### config.mk
export PLATFORM = sky130hd
export DESIGN_NAME = ps2_scan_sequencer_flat
export DESIGN_NICKNAME = d
export VERILOG_FILES = /design/src/rtl/ps2_pkg.sv /design/src/rtl/ps2_scan_sequencer_if.sv /design/src/rtl/ps2_event_fifo.sv /design/src/rtl/ps2_scan_sequencer.sv /design/src/flat_wrapper.sv
export SDC_FILE = /design/constraint.sdc
export NUM_CORES = 1
export LEC_CHECK = 0
export ABC_AREA = 1
export BUFFER_PORTS_ARGS = -buffer_cell sky130_fd_sc_hd__buf_2
export CELL_PAD_IN_SITES_DETAIL_PLACEMENT = 0
export CELL_PAD_IN_SITES_GLOBAL_PLACEMENT = 1
export CORE_ASPECT_RATIO = 0.8
export CORE_UTILIZATION = 35
export DETAILED_ROUTE_END_ITERATION = 8
export GPL_TIMING_DRIVEN = 0
export PLACE_DENSITY = 0.7
export SYNTH_ARGS = -nofsm -noshare
export SYNTH_HDL_FRONTEND = slang
export SYNTH_SLANG_ARGS = --single-unit
### constraint.sdc
create_clock -name clk -period 3.54 [get_ports clk]
set_input_delay 0.354 -clock clk [delete_from_list [all_inputs] [get_ports clk]]
set_output_delay 0.354 -clock clk [all_outputs]
set_load 0.01 [all_outputs]
### src/rtl/ps2_pkg.sv
// Shared types and constants for the PS/2 scan sequencer: frame states,
// prefix byte values, the queued key event and the parity helper.
package ps2_pkg;

    typedef enum logic [1:0] {
        IDLE   = 2'd0,
        DATA   = 2'd1,
        PARITY = 2'd2,
        STOP   = 2'd3
    } ps2_state_t;

    localparam logic [7:0] PS2_BREAK_PREFIX = 8'hF0;
    localparam logic [7:0] PS2_EXT_PREFIX   = 8'hE0;

    typedef struct packed {
        logic [7:0] code;
        logic       brk;
        logic       ext;
    } ps2_event_t;

    // PS/2 uses odd parity over the eight data bits plus the parity bit.
    function automatic logic odd_parity_ok(input logic [7:0] data, input logic par);
        return ^{data, par};
    endfunction

endpackage

### src/rtl/ps2_scan_sequencer_if.sv
// Key-event valid/ready channel between the scan sequencer and its consumer.
interface ps2_scan_sequencer_if;

    logic       ev_valid;
    logic       ev_ready;
    logic [7:0] ev_code;
    logic       ev_break;
    logic       ev_ext;

    modport master (
        output ev_valid,
        output ev_code,
        output ev_break,
        output ev_ext,
        input  ev_ready
    );

    modport slave (
        input  ev_valid,
        input  ev_code,
        input  ev_break,
        input  ev_ext,
        output ev_ready
    );

endinterface

### src/rtl/ps2_event_fifo.sv
// Synchronous FIFO of key events; a push into a full FIFO is only taken when
// a pop happens in the same cycle, otherwise the entry is left untouched.
module ps2_event_fifo
    import ps2_pkg::*;
#(
    parameter int DEPTH = 4
) (
    input  logic       clk,
    input  logic       rst,
    input  logic       push_i,
    input  ps2_event_t data_i,
    output logic       full_o,
    input  logic       pop_i,
    output logic       empty_o,
    output ps2_event_t head_o
);

    localparam int PTR_W = $clog2(DEPTH);
    localparam int CNT_W = $clog2(DEPTH + 1);

    ps2_event_t           mem_q [DEPTH];
    logic [PTR_W-1:0]     wr_ptr_q, wr_ptr_d;
    logic [PTR_W-1:0]     rd_ptr_q, rd_ptr_d;
    logic [CNT_W-1:0]     count_q, count_d;
    logic                 wr_en_s;
    logic                 rd_en_s;

    assign full_o  = (count_q == CNT_W'(DEPTH));
    assign empty_o = (count_q == {CNT_W{1'b0}});
    assign head_o  = mem_q[rd_ptr_q];

    // Next-state for pointers and occupancy count.
    always_comb begin
        wr_en_s  = push_i && (!full_o || pop_i);
        rd_en_s  = pop_i && !empty_o;
        wr_ptr_d = wr_ptr_q;
        rd_ptr_d = rd_ptr_q;
        count_d  = count_q;
        if (wr_en_s) begin
            wr_ptr_d = wr_ptr_q + PTR_W'(1);
        end else begin
            wr_ptr_d = wr_ptr_q;
        end
        if (rd_en_s) begin
            rd_ptr_d = rd_ptr_q + PTR_W'(1);
        end else begin
            rd_ptr_d = rd_ptr_q;
        end
        if (wr_en_s && !rd_en_s) begin
            count_d = count_q + CNT_W'(1);
        end else if (rd_en_s && !wr_en_s) begin
            count_d = count_q - CNT_W'(1);
        end else begin
            count_d = count_q;
        end
    end

    // Pointer and count registers.
    always_ff @(posedge clk) begin
        if (rst) begin
            wr_ptr_q <= {PTR_W{1'b0}};
            rd_ptr_q <= {PTR_W{1'b0}};
            count_q  <= {CNT_W{1'b0}};
        end else begin
            wr_ptr_q <= wr_ptr_d;
            rd_ptr_q <= rd_ptr_d;
            count_q  <= count_d;
        end
    end

    // Storage; cleared on reset so an empty FIFO presents an all-zero head.
    always_ff @(posedge clk) begin
        if (rst) begin
            for (int i = 0; i < DEPTH; i++) begin
                mem_q[i] <= '0;
            end
        end else if (wr_en_s) begin
            mem_q[wr_ptr_q] <= data_i;
        end else begin
            mem_q[wr_ptr_q] <= mem_q[wr_ptr_q];
        end
    end

endmodule

### src/rtl/ps2_scan_sequencer.sv
// PS/2 keyboard receiver in the system clock domain: pin synchronizer, frame
// FSM with timeout, E0/F0 prefix folding and an event FIFO toward the core.
module ps2_scan_sequencer
    import ps2_pkg::*;
#(
    parameter int FIFO_DEPTH     = 4,
    parameter int TIMEOUT_CYCLES = 50000
) (
    input  logic                        clk,
    input  logic                        rst,
    input  logic                        ps2_clk,
    input  logic                        ps2_data,
    ps2_scan_sequencer_if.master        ev,
    output logic                        frame_err,
    output logic                        overflow
);

    localparam int TMO_W = $clog2(TIMEOUT_CYCLES + 1);

    logic             clk_meta_q, clk_sync_q, clk_prev_q;
    logic             data_meta_q, data_sync_q;
    logic             fall_s;
    logic             bit_s;

    ps2_state_t       state_q, state_d;
    logic [2:0]       bit_cnt_q, bit_cnt_d;
    logic [7:0]       shift_q, shift_d;
    logic             par_q, par_d;
    logic [TMO_W-1:0] tmo_q, tmo_d;
    logic             timeout_s;
    logic             byte_done_s;
    logic             bad_frame_s;

    logic             ext_pend_q, ext_pend_d;
    logic             brk_pend_q, brk_pend_d;
    logic             push_s;
    ps2_event_t       push_ev_s;
    logic             pop_s;
    logic             full_s;
    logic             empty_s;
    ps2_event_t       head_s;

    logic             frame_err_q, frame_err_d;
    logic             overflow_q, overflow_d;

    // Two-flop synchronizers plus the previous-clock register for edge detect.
    always_ff @(posedge clk) begin
        if (rst) begin
            clk_meta_q  <= 1'b1;
            clk_sync_q  <= 1'b1;
            clk_prev_q  <= 1'b1;
            data_meta_q <= 1'b1;
            data_sync_q <= 1'b1;
        end else begin
            clk_meta_q  <= ps2_clk;
            clk_sync_q  <= clk_meta_q;
            clk_prev_q  <= clk_sync_q;
            data_meta_q <= ps2_data;
            data_sync_q <= data_meta_q;
        end
    end

    assign fall_s = clk_prev_q && !clk_sync_q;
    assign bit_s  = data_sync_q;

    // Frame FSM and timeout counter next-state; a timeout wins over an edge.
    always_comb begin
        state_d     = state_q;
        bit_cnt_d   = bit_cnt_q;
        shift_d     = shift_q;
        par_d       = par_q;
        tmo_d       = tmo_q;
        byte_done_s = 1'b0;
        bad_frame_s = 1'b0;
        timeout_s   = (state_q != IDLE) && (tmo_q == TMO_W'(TIMEOUT_CYCLES));

        if (timeout_s || fall_s || (state_q == IDLE)) begin
            tmo_d = {TMO_W{1'b0}};
        end else begin
            tmo_d = tmo_q + TMO_W'(1);
        end

        if (timeout_s) begin
            state_d     = IDLE;
            bad_frame_s = 1'b1;
        end else if (fall_s) begin
            case (state_q)
                IDLE: begin
                    if (!bit_s) begin
                        state_d   = DATA;
                        bit_cnt_d = 3'd0;
                    end else begin
                        state_d   = IDLE;
                    end
                end
                DATA: begin
                    shift_d   = {bit_s, shift_q[7:1]};
                    bit_cnt_d = bit_cnt_q + 3'd1;
                    if (bit_cnt_q == 3'd7) begin
                        state_d = PARITY;
                    end else begin
                        state_d = DATA;
                    end
                end
                PARITY: begin
                    par_d   = bit_s;
                    state_d = STOP;
                end
                STOP: begin
                    if (bit_s && odd_parity_ok(shift_q, par_q)) begin
                        byte_done_s = 1'b1;
                    end else begin
                        bad_frame_s = 1'b1;
                    end
                    state_d = IDLE;
                end
                default: begin
                    state_d = IDLE;
                end
            endcase
        end else begin
            state_d = state_q;
        end
    end

    // Frame FSM state registers.
    always_ff @(posedge clk) begin
        if (rst) begin
            state_q   <= IDLE;
            bit_cnt_q <= 3'd0;
            shift_q   <= 8'h00;
            par_q     <= 1'b0;
            tmo_q     <= {TMO_W{1'b0}};
        end else begin
            state_q   <= state_d;
            bit_cnt_q <= bit_cnt_d;
            shift_q   <= shift_d;
            par_q     <= par_d;
            tmo_q     <= tmo_d;
        end
    end

    assign pop_s     = ev.ev_valid && ev.ev_ready;
    assign push_ev_s = '{code: shift_q, brk: brk_pend_q, ext: ext_pend_q};

    // Prefix folding: prefixes only set flags, any other byte becomes an event.
    always_comb begin
        ext_pend_d  = ext_pend_q;
        brk_pend_d  = brk_pend_q;
        push_s      = 1'b0;
        if (bad_frame_s) begin
            ext_pend_d = 1'b0;
            brk_pend_d = 1'b0;
        end else if (byte_done_s) begin
            if (shift_q == PS2_EXT_PREFIX) begin
                ext_pend_d = 1'b1;
            end else if (shift_q == PS2_BREAK_PREFIX) begin
                brk_pend_d = 1'b1;
            end else begin
                push_s     = 1'b1;
                ext_pend_d = 1'b0;
                brk_pend_d = 1'b0;
            end
        end else begin
            ext_pend_d = ext_pend_q;
            brk_pend_d = brk_pend_q;
        end
        frame_err_d = bad_frame_s;
        overflow_d  = push_s && full_s && !pop_s;
    end

    // Prefix flags and the registered status pulses.
    always_ff @(posedge clk) begin
        if (rst) begin
            ext_pend_q  <= 1'b0;
            brk_pend_q  <= 1'b0;
            frame_err_q <= 1'b0;
            overflow_q  <= 1'b0;
        end else begin
            ext_pend_q  <= ext_pend_d;
            brk_pend_q  <= brk_pend_d;
            frame_err_q <= frame_err_d;
            overflow_q  <= overflow_d;
        end
    end

    ps2_event_fifo #(
        .DEPTH (FIFO_DEPTH)
    ) u_fifo (
        .clk     (clk),
        .rst     (rst),
        .push_i  (push_s),
        .data_i  (push_ev_s),
        .full_o  (full_s),
        .pop_i   (pop_s),
        .empty_o (empty_s),
        .head_o  (head_s)
    );

    assign ev.ev_valid = !empty_s;
    assign ev.ev_code  = head_s.code;
    assign ev.ev_break = head_s.brk;
    assign ev.ev_ext   = head_s.ext;
    assign frame_err   = frame_err_q;
    assign overflow    = overflow_q;

endmodule

### src/flat_wrapper.sv
// flat-port wrapper written by rule: the top's interface ports become plain ports
module ps2_scan_sequencer_flat import ps2_pkg::*;
#(
    parameter int FIFO_DEPTH     = 4,
    parameter int TIMEOUT_CYCLES = 50000
)
  (clk, rst, ps2_clk, ps2_data, frame_err, overflow, ev_ev_valid, ev_ev_code, ev_ev_break, ev_ev_ext, ev_ev_ready);
  ps2_scan_sequencer_if ev_i ();
  input  logic clk;
  input  logic rst;
  input  logic ps2_clk;
  input  logic ps2_data;
  output logic frame_err;
  output logic overflow;
  output wire logic [$bits(ev_i.ev_valid)-1:0] ev_ev_valid;
  output wire logic [$bits(ev_i.ev_code)-1:0] ev_ev_code;
  output wire logic [$bits(ev_i.ev_break)-1:0] ev_ev_break;
  output wire logic [$bits(ev_i.ev_ext)-1:0] ev_ev_ext;
  input wire logic [$bits(ev_i.ev_ready)-1:0] ev_ev_ready;
  assign ev_ev_valid = ev_i.ev_valid;
  assign ev_ev_code = ev_i.ev_code;
  assign ev_ev_break = ev_i.ev_break;
  assign ev_ev_ext = ev_i.ev_ext;
  assign ev_i.ev_ready = ev_ev_ready;
  ps2_scan_sequencer #(.FIFO_DEPTH(FIFO_DEPTH), .TIMEOUT_CYCLES(TIMEOUT_CYCLES)) u_core (.clk(clk), .rst(rst), .ps2_clk(ps2_clk), .ps2_data(ps2_data), .ev(ev_i), .frame_err(frame_err), .overflow(overflow));
endmodule
# After elaboration in Yosys (flattened, before gate mapping)
# Memories as Yosys holds them, arrays and structs flattened. A register that Yosys moved wholly into a read port is not among the register bits.
# Cells that the tools add are included.
dict set report totals {
  register_bits 46
  latchBits 0
  mem_bits_rw 40
  mem_bits_ro 0
  in_bits 5
  out_inout_bits 13
  word_cells 109
  n_memories 1
}
# memory words width rd rd_ports_with_merged_regs wr line_no
set mem_list {}
lappend mem_list {u_core.u_fifo.mem_q 4 10 1 1 4 ps2_event_fifo.sv:21} ;# ps2_event_t mem_q [DEPTH];
dict set report classes {
  addsub 6
  multipliers 0
  div_mod_pow 0
  n_lt_le_gt_ge 0
  n_eq_ne 11
  n_shift 0
  mux 36
  n_bitwise 3
  reduce_logical 35
}
# operator n
set ops {}
lappend ops {{1-bit two-way mux} 25}
lappend ops {{10-bit two-way mux} 2}
lappend ops {{16-bit by 1-bit adder with 16-bit output, second input constant} 1}
lappend ops {{16-bit == test, second input constant} 1}
lappend ops {{8-bit == test, second input constant} 2}
lappend ops {{1-bit logical AND} 10}
lappend ops {{10-bit OR reduction} 1}
lappend ops {{3-bit two-way mux} 3}
lappend ops {{9-bit XOR reduction} 1}
lappend ops {{2-bit two-way mux} 4}
lappend ops {{2-bit one-hot mux with 4 select lines} 1}
lappend ops {{3-bit by 1-bit adder with 3-bit output, second input constant} 2}
lappend ops {{3-bit == test, second input constant} 2}
lappend ops {{1-bit zero test} 6}
lappend ops {{3-bit one-hot mux with 2 select lines} 1}
lappend ops {{2-bit AND reduction} 3}
lappend ops {{3-bit AND reduction} 2}
lappend ops {{2-bit nonzero test} 3}
lappend ops {{2-bit OR reduction} 3}
lappend ops {{2-bit by 1-bit adder with 2-bit output, second input constant} 2}
lappend ops {{2-bit == test, second input constant} 2}
lappend ops {{4-bit AND reduction} 1}
lappend ops {{3-bit zero test} 1}
lappend ops {{1-bit logical OR} 3}
lappend ops {{other kinds (8)} 9}

# Logic depth before layout (Yosys ltp)
dict set report depth {
  word_depth 16
  ltp_mapped 18
  mapped_depth_nobuf 18
}

# Modules after synthesis
# Synthesis repeated with hierarchy kept, for this count alone.
dict set report unflattened {
  cells_unflattened 477
  area_unflattened_um2 4165.2
}
# module n_inst cells_per_inst area_per_inst_um2 seq_area_each_um2
set by_module_without_submodules {}
lappend by_module_without_submodules {ps2_event_fifo 1 221 2306.0 1381.3}
lappend by_module_without_submodules {ps2_scan_sequencer 1 256 1859.3 780.7}

# Worst setup path before layout
# No wires, ideal clock.
dict set report synth_path {
  kind {register to register}
  start {register u_core.tmo_q[0]}
  end {memory u_core.u_fifo.mem_q[3][0] (netlist name), enable pin}
  setup_ns 0.391
  arrival_time_ns 2.156
  required_time_ns 3.149
  slack_ns 0.994
  path_stages_with_launch 12
  n_path_buf 0
  synth_period_minus_slack_ns 2.546
  path_cell_list {dfxtp_1 inv_1 ha_1 nand3_1 nor2_1 nand3_2 nand2_1 nor2_1 nand4_2 nor2_4 nand2_1 o21ai_0}
}
# item line_no
set synth_lines {}
lappend synth_lines {{from (decl)} ps2_scan_sequencer.sv:29} ;# logic [TMO_W-1:0] tmo_q, tmo_d;
lappend synth_lines {{from (signal assigned)} ps2_scan_sequencer.sv:133} ;# tmo_q <= {TMO_W{1'b0}};
lappend synth_lines {{from (signal assigned)} ps2_scan_sequencer.sv:139} ;# tmo_q <= tmo_d;
lappend synth_lines {{to (decl)} ps2_event_fifo.sv:21}

# Worst setup path after layout
dict set report layout_path {
  start {register u_core.tmo_q[0]}
  end {register u_core.u_fifo.count_q[2]}
}
dict set report layout_via {
  elab_chain_cells 9
  elab_cells_between_ends 12
  classes_between {1 x eq/ne; 5 x mux; 6 x reduce/logical}
}
# item line_no
set layout_rtl {}
lappend layout_rtl {{16-bit == test (*)} ps2_scan_sequencer.sv:75} ;# timeout_s = (state_q != IDLE) && (tmo_q == TMO_W'(TIMEOUT_CYCLES));
lappend layout_rtl {{1-bit logical AND (*)} ps2_scan_sequencer.sv:75}
lappend layout_rtl {{1-bit two-way mux} ps2_scan_sequencer.sv:83} ;# if (timeout_s) begin
lappend layout_rtl {{1-bit two-way mux} ps2_scan_sequencer.sv:154} ;# end else if (byte_done_s) begin
lappend layout_rtl {{1-bit two-way mux (*)} ps2_scan_sequencer.sv:151} ;# if (bad_frame_s) begin
lappend layout_rtl {{1-bit logical AND (*)} ps2_event_fifo.sv:34} ;# wr_en_s = push_i && (!full_o || pop_i);
lappend layout_rtl {{named net u_core.u_fifo.wr_en_s} ps2_event_fifo.sv:25} ;# logic wr_en_s;
lappend layout_rtl {{1-bit zero test} ps2_event_fifo.sv:51} ;# end else if (rd_en_s && !wr_en_s) begin
lappend layout_rtl {{1-bit logical AND} ps2_event_fifo.sv:51}
lappend layout_rtl {{2-bit nonzero test (no line)} --}
lappend layout_rtl {{to (signal assigned)} ps2_event_fifo.sv:63} ;# count_q <= {CNT_W{1'b0}};
lappend layout_rtl {{to (signal assigned)} ps2_event_fifo.sv:67} ;# count_q <= count_d;
lappend layout_rtl {{to (decl)} ps2_event_fifo.sv:24} ;# logic [CNT_W-1:0] count_q, count_d;
# Mark *: on every way through the listed nets, which the timed path passes. The rest lies on a longest branch.
# A chain may end at the register's enable or synchronous reset.

==> impl_metrics.ini <==
[cells_and_area]
fillers = 1085
fin_nets = 484
layout_common_cells = 95 x nor2_1, 59 x nand2_1, 48 x dfxtp_1
multi_input_area_sq_um = 1435
area_growth_pct = 14.65
drive_gt1_frac = 0.1067
regArea_sq_um = 2162
diodes = 0
final_cells = 618
final_common_cell = nor2_1

[die]
die_h_um = 95.95
chipWidth_um = 119.4
placement_rows = 33
ios = 18
fp.coreArea_sq_um = 10490
start_util = 0.3682
dieArea_sq_um = 11460

[timing]
fin_skew_ns = 0.007366
hold_viol_final = 0
setup_tns_ns = 0
period_minus_slack_ns = 2.736
max_freq_ghz = 0.3655
rsz0062_at_grt = false
tightestPinTransition_ns = 0.7175
maxSlewViolCount = 0
finalCritPeriodShare = 0.7728
setup_viol = 0
whs_ns = 0.1954
slew_headroom = 0.5180

[logic_synthesis]
synth_area_sq_um = 3861
netlist_instances = 445
ys_seq_area_frac = 0.5599
synthTopCellsByArea = edfxtp_1 31%, dfxtp_1 25%, nor2_1 9.2%, o21ai_0 5.8%, nand2_1 5.7%
synth_seq_cells = 88
synth_edf_count = 40
syn_avg_cell_area_sq_um = 8.677
synth_ff_type = dfxtp_1
synth_nets = 456
synth.largest_area_cell = edfxtp_1
synth-async-reset-ratio = 0
ys_warn_count = 0
synth.top_cell.area_share = 0.3111
yosysUniqueCellTypes = 32

[pwr]
internal_power_mw = 1.810
swShare = 0.2828
clkPwrFrac = 0.385
fin_total_pwr_mw = 2.523
p_sw_mw = 0.7136
leakage_nw = 1.648
p_comb_frac = 0.161
p_per_area_nw_per_um2 = 570.0
vdd_ir_drop_max_uv = 304.8
seqPwrFrac = 0.454

[setup_path]
cp_slowest_stage_delay_ns = 0.37
arrival_ns = 2.96
crit_type = reg -> reg
r2r_start = u_core.tmo_q[0]
crit_path_cell_trace = inv_1, ha_1, nand3_1, nor2_1, nand3_2, nand2_1, nor2_1, nand4_2, nor2_4, ha_1, inv_1, fa_1, a21oi_1, o21ai_0, o21ai_0, a21oi_1
required_ns = 3.76
start_kind = flip-flop
cp_max_fo = 7
crit_start = u_core.tmo_q[0]
critPathCaptureType = flip-flop
cpMaxStageDelayCell = dfxtp_1

[clock_tree]
root_buffer = clkbuf_16
cts_setup_buffers = 0
cts_buffers = 9
htree_levels = 3
clk_latency_ns = 0.34
hold_buffers = 0
cts.sinks = 88
cts_tree = done
path_clk_slew_ns = 0.07
ctsResizeCount = 0
clk_path_buf_depth = 2

[route]
drc = 0
routed_via_density = 4.707
totalWireLength_um = 8357
vias = 2909
drtIter0Drc = 179
ant_nets = 0
dr.pass1.iters = 4
avgRoutedWirePerCell_um = 13.52

[worst_hold_path]
hold_start = ps2_data
hp-class = in -> reg

[grt]
antenna_found_initial = 0
grt_pass1_vias = 2719
grt_overflow_total = 0
grt_use_total = 0.1605
grt_max_degree = 17
grt_pass1_wl_um = 13500

[placement]
hpwl_um = 5887
dp_cells = 602
globalplace.congestion = 0.7424
port-buffer-count = 16

[status]
status = finished clean

[run]
cap_violations = 0
==> cells in the mapped netlist, types with 2 or more instances <==
master and instances:
nand3_1 13, edfxtp_1 40, nand4_2 4, dfxtp_1 48
nor2_2 2, a21oi_1 27, xor2_1 6, or2_2 4
o21ai_0 45, nand2_1 59, nor2_1 95, inv_1 47
clkbuf_1 10, nor4_1 3, nor3_1 7, inv_2 2
ha_1 5, o22ai_1 11, nand4_1 2, buf_6 3
==> registers in the layout (all words and copies together), names as in the netlist, named ones only <==
signal and cells:
u_core.tmo_q 16, u_core.frame_err 1, u_core.u_fifo.mem_q 40, u_core.u_fifo.rd_ptr_q 2, u_core.bit_s 1, u_core.par_q 1
u_core.bit_cnt_q 3, u_core.u_fifo.count_q 3, u_core.u_fifo.wr_ptr_q 2, u_core.state_q 1, u_core.ext_pend_q 1, u_core.brk_pend_q 1
u_core.overflow 1, u_core.clk_sync_q 1, u_core.clk_prev_q 1, u_core.data_meta_q 1, u_core.shift_q 8, u_core.clk_meta_q 1
==> per-layer routing <==
layer | wire length, um | global-route usage | share of wire | vias up
li1 | - | - | - | 1538
met1 | 4325 | 0.2116 | 0.52 | 1324
met2 | 3636 | 0.2544 | 0.44 | 40
met3 | 279 | 0.04147 | 0.033 | 7
met4 | 116 | 0.06250 | 0.014 | 0
met5 | 0 | 0 | 0 | -
==> cell families after synthesis <==
kind of cell / Yosys count / synth area share
flops: 88 / 0.5599
simple gates: 193 / 0.2155
buf+inv: 64 / 0.06837
xor+xnor: 7 / 0.01588
compound gates: 87 / 0.1189
fa+ha+maj: 6 / 0.02139
==> final timing paths <==
kind | end | slack, ns | cells after the start
worst max-delay path | u_core.u_fifo.count_q[2] | 0.80 | 16
worst max register to register | u_core.u_fifo.count_q[2] | 0.80 | 16
worst min-delay path | u_core.data_meta_q | 0.20 | 2
worst min register to register | u_core.clk_sync_q | 0.41 | 1
==> critical path, delay by kind of cell, from the launching register on <==
family | cells | cell delay (ns)
AOI/OAI and AO/OA | 4 | 0.44
adders and majority gates | 3 | 0.73
DFF | 1 | 0.37
buffers and inverters | 2 | 0.13
and+or+nand+nor | 7 | 0.93
==> area by class of cell <==
| type | instances | share of cell area |
|---|---|---|
| repair buffers | 17 | 0.01979 |
| multi-input cells | 293 | 0.3242 |
| clock inverters | 6 | 0.01668 |
| clock buffers | 10 | 0.05172 |
| inverters | 50 | 0.04240 |
| flip-flops and latches | 88 | 0.4884 |
| plain buffers | 14 | 0.01724 |
| well taps | 140 | 0.03957 |
==> power by group through the flow <==
stage / clock network (mW) / logic, mW / registers, mW
global placement: 0 / 0.404 / 1.17
CTS: 0.998 / 0.409 / 1.15
detailed placement: 0 / 0.408 / 1.17
finish: 0.972 / 0.406 / 1.15
floorplan: 0 / 0.271 / 1.16
global route: 1.03 / 0.463 / 1.15
==> through the flow <==
stage | setup WS [ns] | instance area (sq um) | utilization
after floorplan | 0.9936 | 3861 | -
after global placement | 0.003958 | 4116 | 0.3925
after detailed placement | 0.7950 | 4124 | 0.3932
after CTS | 0.7606 | 4427 | 0.4221
after global routing | 0.4427 | 4427 | 0.4221
final | 0.8044 | 4427 | 0.4221
Note: power is estimated with default switching activity, not from simulation.
